### config.mk
export PLATFORM = sky130hd
export DESIGN_NAME = ss_scan_driver
export DESIGN_NICKNAME = d
export VERILOG_FILES = /design/src/rtl/ss_scan_driver.sv
export SDC_FILE = /design/constraint.sdc
export NUM_CORES = 1
export LEC_CHECK = 0
export BUFFER_PORTS_ARGS = -buffer_cell sky130_fd_sc_hd__buf_4
export CAP_MARGIN = 10
export CORE_MARGIN = 10
export CORE_UTILIZATION = 50
export CTS_CLUSTER_DIAMETER = 40
export DETAILED_ROUTE_END_ITERATION = 6
export PLACE_DENSITY = 0.81
export SLEW_MARGIN = 10
export SYNTH_ARGS = -nofsm -noshare
export SYNTH_HDL_FRONTEND = slang
export SYNTH_SLANG_ARGS = --single-unit
export TNS_END_PERCENT = 30
### constraint.sdc
create_clock -name clk -period 3.35 [get_ports clk]
set_input_delay 0.1675 -clock clk [delete_from_list [all_inputs] [get_ports clk]]
set_output_delay 0.1675 -clock clk [all_outputs]
set_load 0.03 [all_outputs]
### src/rtl/ss_scan_driver.sv
// Four-digit common-anode 7-segment scan driver: one BCD digit per slot, blanked
// slot start for anti-ghosting, frame-aligned value commits and leading-zero blanking.
module ss_scan_driver #(
  parameter int REFRESH_DIV  = 100000,
  parameter int BLANK_CYCLES = 1000,
  parameter int DIV_WIDTH    = 17
) (
  input  logic        clk,
  input  logic        reset_n,
  input  logic [15:0] value_in,
  input  logic [3:0]  dp_in,
  input  logic        blank_lz,
  input  logic        load,
  output logic        load_ack,
  output logic [3:0]  digit_out,
  input  logic [6:0]  sseg_in,
  output logic [6:0]  seg_out,
  output logic        dp_out,
  output logic [3:0]  an
);

  typedef enum logic {ST_BLANK, ST_ON} state_t;

  localparam logic [DIV_WIDTH-1:0] CNT_LAST = DIV_WIDTH'(REFRESH_DIV - 1);
  localparam logic [DIV_WIDTH-1:0] CNT_ON   = DIV_WIDTH'(BLANK_CYCLES);

  state_t               state_q, state_d;
  logic [DIV_WIDTH-1:0] cnt_q, cnt_d;
  logic [1:0]           idx_q, idx_d;
  logic [15:0]          disp_q, disp_d, shadow_q, shadow_d;
  logic [3:0]           dp_disp_q, dp_disp_d, dp_shadow_q, dp_shadow_d;
  logic                 pending_q, pending_d;
  logic                 load_ack_q, load_ack_d;
  logic                 slot_blank_q, slot_blank_d;
  logic [3:0]           digit_q, digit_d;
  logic [3:0]           an_q, an_d;
  logic [6:0]           seg_q, seg_d;
  logic                 dp_out_q, dp_out_d;
  logic                 wrap, commit;
  logic [3:0]           lz_blank;

  assign wrap      = (cnt_q == CNT_LAST);
  assign commit    = wrap && (idx_q == 2'd3) && pending_q;
  assign disp_d    = commit ? shadow_q : disp_q;
  assign dp_disp_d = commit ? dp_shadow_q : dp_disp_q;

  // A digit is a leading zero when it and every digit above it are zero.
  generate
    for (genvar gi = 0; gi < 4; gi++) begin : g_lz
      if (gi == 0) begin : g_units
        assign lz_blank[gi] = 1'b0;
      end else begin : g_upper
        assign lz_blank[gi] = blank_lz && (disp_d[15:4*gi] == '0);
      end
    end
  endgenerate

  always_comb begin
    cnt_d        = wrap ? '0 : cnt_q + 1'b1;
    idx_d        = wrap ? idx_q + 2'd1 : idx_q;
    state_d      = (cnt_d < CNT_ON) ? ST_BLANK : ST_ON;
    shadow_d     = load ? value_in : shadow_q;
    dp_shadow_d  = load ? dp_in : dp_shadow_q;
    pending_d    = load | (pending_q & ~commit);
    load_ack_d   = commit;
    slot_blank_d = wrap ? lz_blank[idx_d] : slot_blank_q;
    digit_d      = disp_d[4*idx_d +: 4];

    // Decoder output has settled over the blank interval; latch it on the last blank cycle.
    seg_d    = seg_q;
    dp_out_d = dp_out_q;
    if (state_q == ST_BLANK && state_d == ST_ON) begin
      seg_d    = slot_blank_q ? 7'h7F : sseg_in;
      dp_out_d = slot_blank_q | ~dp_disp_q[idx_q];
    end

    an_d = 4'hF;
    if (state_d == ST_ON && !slot_blank_d) an_d[idx_d] = 1'b0;
  end

  always_ff @(posedge clk or negedge reset_n) begin
    if (!reset_n) begin
      state_q      <= ST_BLANK;
      cnt_q        <= '0;
      idx_q        <= 2'd0;
      disp_q       <= 16'h0000;
      shadow_q     <= 16'h0000;
      dp_disp_q    <= 4'h0;
      dp_shadow_q  <= 4'h0;
      pending_q    <= 1'b0;
      load_ack_q   <= 1'b0;
      slot_blank_q <= 1'b0;
      digit_q      <= 4'h0;
      an_q         <= 4'hF;
      seg_q        <= 7'h7F;
      dp_out_q     <= 1'b1;
    end else begin
      state_q      <= state_d;
      cnt_q        <= cnt_d;
      idx_q        <= idx_d;
      disp_q       <= disp_d;
      shadow_q     <= shadow_d;
      dp_disp_q    <= dp_disp_d;
      dp_shadow_q  <= dp_shadow_d;
      pending_q    <= pending_d;
      load_ack_q   <= load_ack_d;
      slot_blank_q <= slot_blank_d;
      digit_q      <= digit_d;
      an_q         <= an_d;
      seg_q        <= seg_d;
      dp_out_q     <= dp_out_d;
    end
  end

  assign load_ack  = load_ack_q;
  assign digit_out = digit_q;
  assign seg_out   = seg_q;
  assign dp_out    = dp_out_q;
  assign an        = an_q;

endmodule

### Yosys cells after proc, flatten, opt, wreduce, memory -nomap -nowiden

Index checks and enable logic that the tools add are counted.

* input port bits: 31
* output and inout bits: 17
* logic and storage cells: 55
* bits in registers: 79

* reductions and logical operators: 12
* shift-type cells: 1
* mux-type cells: 13
* add/subtract/negate cells: 2
* order comparisons: 4
* bitwise logic cells: 7
* eq/ne operators: 2

Operators by type and width (number)
* 17-bit by 1-bit adder with 17-bit output (second input constant): 1
* 17-bit == test (second input constant): 1
* 17-bit by 10-bit < comparator with 1-bit output (second input constant): 1
* 17-bit two-way mux: 1
* 16-bit two-way mux: 1
* 16-bit by 5-bit variable part select with 4-bit output: 1
* 12-bit logical NOT: 1
* 1-bit logical AND: 8
* 8-bit logical NOT: 1
* 7-bit two-way mux: 1
* 2-bit by 3-bit < comparator with 1-bit output (second input constant): 2
* 1-bit two-way mux: 5
* 1-bit binary-select mux with 2-bit select: 2
* 4-bit logical NOT: 1
* 4-bit two-way mux: 1
* 4-bit NOT: 1
* 1-bit NOT: 3
* 2-bit by 1-bit adder with 2-bit output (second input constant): 1
* 1-bit demux with 2-bit select: 1
* 2-bit == test (second input constant): 1
* 2-bit by 1-bit greater-or-equal comparator with 1-bit output (second input constant): 1
* 2-bit two-way mux: 1
* 1-bit bitwise OR: 2
* 1-bit AND: 1
* 1-bit logical NOT: 1

### Longest topological paths before layout

* depth after elaboration: 12
* mapped depth: 9
* depth with buffers taken out: 8

### Worst setup path after synthesis

Ideal clock, no wire load.

* kind: flip-flop to flip-flop
* start point: register cnt_q[11]
* end point: register digit_q[2] (netlist: digit_out[2])
* path buffers: 2
* slack: 0.826 ns
* stages on the path, launching flop included: 10
* period minus slack after synthesis: 2.524 ns
* data arrival time: 2.373 ns
* path through: dfrtp_1 > buf_6 > or4b_4 > nor4_4 > and2_1 > buf_6 > mux2_2 > nand2b_1 > o211ai_1 > o21ai_0

* longest elaborated chain between the ends: 5
* elaborated cells between the ends (all ways): 6

RTL lines
* start: declaration: RTL line 28 `logic [DIV_WIDTH-1:0] cnt_q, cnt_d;`
* start signal: assignment: RTL line 99 `cnt_q <= cnt_d;`
* 17-bit == test: RTL line 42 `assign wrap = (cnt_q == CNT_LAST);`
* 1-bit logical AND (2 in a row): RTL line 43 `assign commit = wrap && (idx_q == 2'd3) && pending_q;`
* 16-bit two-way mux: RTL line 44 `assign disp_d = commit ? shadow_q : disp_q;`
* named net disp_d[10]: RTL line 30 `logic [15:0] disp_q, disp_d, shadow_q, shadow_d;`
* 16-bit by 5-bit variable part select with 4-bit output: RTL line 67 `digit_d = disp_d[4*idx_d +: 4];`
* named net digit_d[2]: RTL line 35 `logic [3:0] digit_q, digit_d;`
* end signal: assignment: RTL line 108 `digit_q <= digit_d;`
* end: declaration: RTL line 35

The timed path passes the listed nets, and every way through them passes these cells.
A chain may end at the register's enable or synchronous reset.

### Worst setup path after layout

* start point: register cnt_q[0]
* end point: register digit_q[2] (netlist: digit_out[2])

* longest elaborated chain between the ends: 5
* elaborated cells between the ends (all ways): 6

RTL lines (RTL line)
* 17-bit == test *: 42
* 1-bit logical AND (2 in a row): 43
* 16-bit two-way mux: 44
* 16-bit by 5-bit variable part select with 4-bit output *: 67
* named net digit_d[2]: 35

The timed path passes the listed nets; every way through them passes the cells marked *.

==> run_results.csv <==
group,metric,value,unit
power,powerDensity,419,nW/um2
floorplanning,initial_core_util,52.2,%
global_route,grt_busiest_layer,"met2",
job,maxCapViolCount,0,
synth,yosysSeqAreaShare,55.3,%
global_route,gr-total-overflow,0,
global_route,grt_pass1_vias,2510,
final_layout,final_common_cell,"dfrtp_1",
synth,yosys_warnings,0,
setup_path,crit_buf_inv,2,
sta,min_period_over_period,85.7,%
clock_tree,cts_setup_buffers,0,
sta,max_slew_margin,34.9,%
global_route,grt_pass1_wl,12400,um
final_layout,final_util,61.3,%
floorplanning,die_h,105,um
setup_path,critPathArrivalTime,3.08,ns
worst_hold_path,hp-class,"in -> reg",
power,vdd.ir_drop.worst,0.320,mV
clock_tree,cts_resized,0,
setup_path,critPathTopFamily,"simple AND/OR/NAND/NOR gates",
setup_path,cp_slowest_cell,"mux2i_1",
detailed_routing,antenna_left,0,
detailed_routing,wl,7330,um
global_route,use_met1,16.0,%
setup_path,crit_path_start_kind,"flip-flop",
sta,hold-worst-slack,0.0377,ns
detailed_routing,via_per_inst,5.45,
global_route,grt_use_met3,5.28,%
floorplanning,ioPinCount,48,
setup_path,criticalPathCategory,"reg -> reg",
setup_path,end_kind,"flip-flop",
synth,syn_avg_cell_area,12.5,um2
final_layout,finalNonFillerCells,440,
synth,synth_edf_count,0,
clock_tree,clock_sinks,79,
sta,tightest_slew,0.976,ns
synth,async_reset_ff_share,100,%
detailed_routing,drt_first_pass_iters,4,
global_route,grt_max_degree,80,
setup_path,max_stage_delay,0.45,ns
placement,port_buffers,47,
setup_path,crit_chain,"ha_1, nand4_1, nor4_4, buf_4, mux2i_1, inv_1, o211ai_1, o21ai_0",
setup_path,cp_max_fo,11,
clock_tree,clk_path_buf_depth,2,
final_layout,n_antenna_cell,0,
floorplanning,core,6910,um2
floorplanning,rows,30,
placement,dp.cells,423,
clock_tree,clk_pin_slew_worst_paths,0.09,ns
clock_tree,cts-buffers-inserted,9,
global_route,grt_use_total,13.6,%
final_layout,final_cell_mix,"dfrtp_1, buf_4, mux2_2",
placement,dp_hpwl,5210,um
detailed_routing,drt_iter0_markers,128,
synth,synth.cell_area,3600,um2
final_layout,fin_nets,372,
final_layout,area_growth,17.6,%
detailed_routing,wl_per_cell,16.7,um
sta,fmax,0.348,GHz
sta,hold_viol_final,0,
global_route,grt_use_met2,22.5,%
status,status,"completed",
synth,synth-seq-cells,79,
sta,period_minus_slack,2.87,ns
clock_tree,cts_tree,"yes",
setup_path,worst-endpoint-required,3.55,ns
placement,gp_congestion,0.881,
sta,finalSetupTns,0,ns
floorplanning,die_w,105,um
synth,synth_nets,321,
detailed_routing,drc_errors,0,
synth,synthFlopType,"dfrtp_1",
sta,setup_viol_count_final,0,
synth,synth_cells,288,
clock_tree,root_buffer,"clkbuf_8",
sta,maxSlewViolCount,0,
power,leakagePower,1.95,nW
clock_tree,insertion_delay,0.35,ns
floorplanning,die_area,11000,um2
clock_tree,cts_hold_buf,1,
final_layout,drive_above_1_share,37.2,%
sta,rsz0062_at_grt,"false",
synth,synth.distinct_cells,50,
global_route,antenna_found_initial,0,
detailed_routing,num_vias,2396,
clock_tree,htree_levels,3,
sta,clock_skew,0.0146,ns
==> registers in the layout (all words and copies together) (netlist names), 2 cells and up <==
register     cells
shadow_q        16
dp_disp_q        4
seg_out          7
an               4
disp_q          16
dp_shadow_q      4
cnt_q           17
digit_out        4
idx_q            2
==> cells in the mapped netlist (2+ instances only) <==
master	number	area [um2]
nand4bb_1	2	22.5
nor2_1	21	78.8
or3_1	2	12.5
ha_1	2	25.0
o211ai_1	2	15.0
inv_1	9	33.8
o21ai_0	3	15.0
buf_6	2	22.5
and2_1	2	12.5
buf_4	2	15.0
dfrtp_1	67	1680
nand4_1	3	18.8
mux2i_1	18	180
nor2_2	2	12.5
or2_2	3	18.8
nor4_1	5	31.3
nand3_1	13	65.1
or4_1	2	15.0
xor2_1	11	96.3
nand2_1	14	52.6
nand2b_1	5	31.3
clkbuf_1	4	15.0
dfstp_2	12	315
xnor2_1	9	78.8
mux2_2	40	450
and3_1	4	25.0
nor3_1	6	30.0
==> stage by stage <==
step / area (um2) / total power, mW / setup slack (ns)
global route: 4240 / 1.84 / 0.0985
finish: 4240 / 1.78 / 0.479
global placement: 4030 / 1.09 / 0.669
floorplan: 3600 / 1.04 / 0.826
detailed placement: 4030 / 1.10 / 0.450
CTS: 4240 / 1.80 / 0.422
==> power breakdown <==
part | switching (mW) | internal (mW)
sequential | 0.0186 | 0.978
combinational | 0.0338 | 0.0458
clock | 0.335 | 0.365
==> final timing paths <==
kind	start	to	slack (ns)	cells after the start
max in group asynchronous	reset_n	disp_q[4]$_DFF_PN0_	2.20	2
hold / removal	dp_in[2]	dp_shadow_q[2]$_DFFE_PN0P_	0.04	2
setup / recovery	cnt_q[0]$_DFF_PN0_	digit_out[2]$_DFF_PN0_	0.48	8
min in group asynchronous	reset_n	cnt_q[14]$_DFF_PN0_	0.51	2
hold reg to reg	seg_out[5]$_DFFE_PN1P_	seg_out[5]$_DFFE_PN1P_	0.47	2
setup reg to reg	cnt_q[0]$_DFF_PN0_	digit_out[2]$_DFF_PN0_	0.48	8
==> metal layers <==
metal	up-vias	part of all wire, %
li1	1127	-
met1	1196	43
met2	64	51
met3	9	5.3
met4	0	1.1
met5	-	0
==> final cells by class <==
| class | count | area, um2 |
|---|---|---|
| clock buffer | 11 | 141 |
| clock inverter | 5 | 56.3 |
| fill | 576 | 2670 |
| inverter | 9 | 33.8 |
| multi-input combinational | 190 | 1520 |
| sequential | 79 | 1990 |
| tap | 96 | 120 |
| timing repair buffer | 50 | 378 |
==> logic make-up (layout without fill, tap and decap cells) <==
kind of cell / Yosys count / after routing / synth area share [%]
muxes: 60 / 60 / 18.4
and+or+nand+nor: 91 / 91 / 13.9
adders and majority gates: 2 / 2 / 0.695
AOI/OAI and AO/OA: 17 / 17 / 4.13
buffers and inverters: 19 / 75 / 2.64
DFF: 79 / 79 / 55.3
xor gates and xnor gates: 20 / 20 / 4.86
Power figures use the tool's default switching activity.
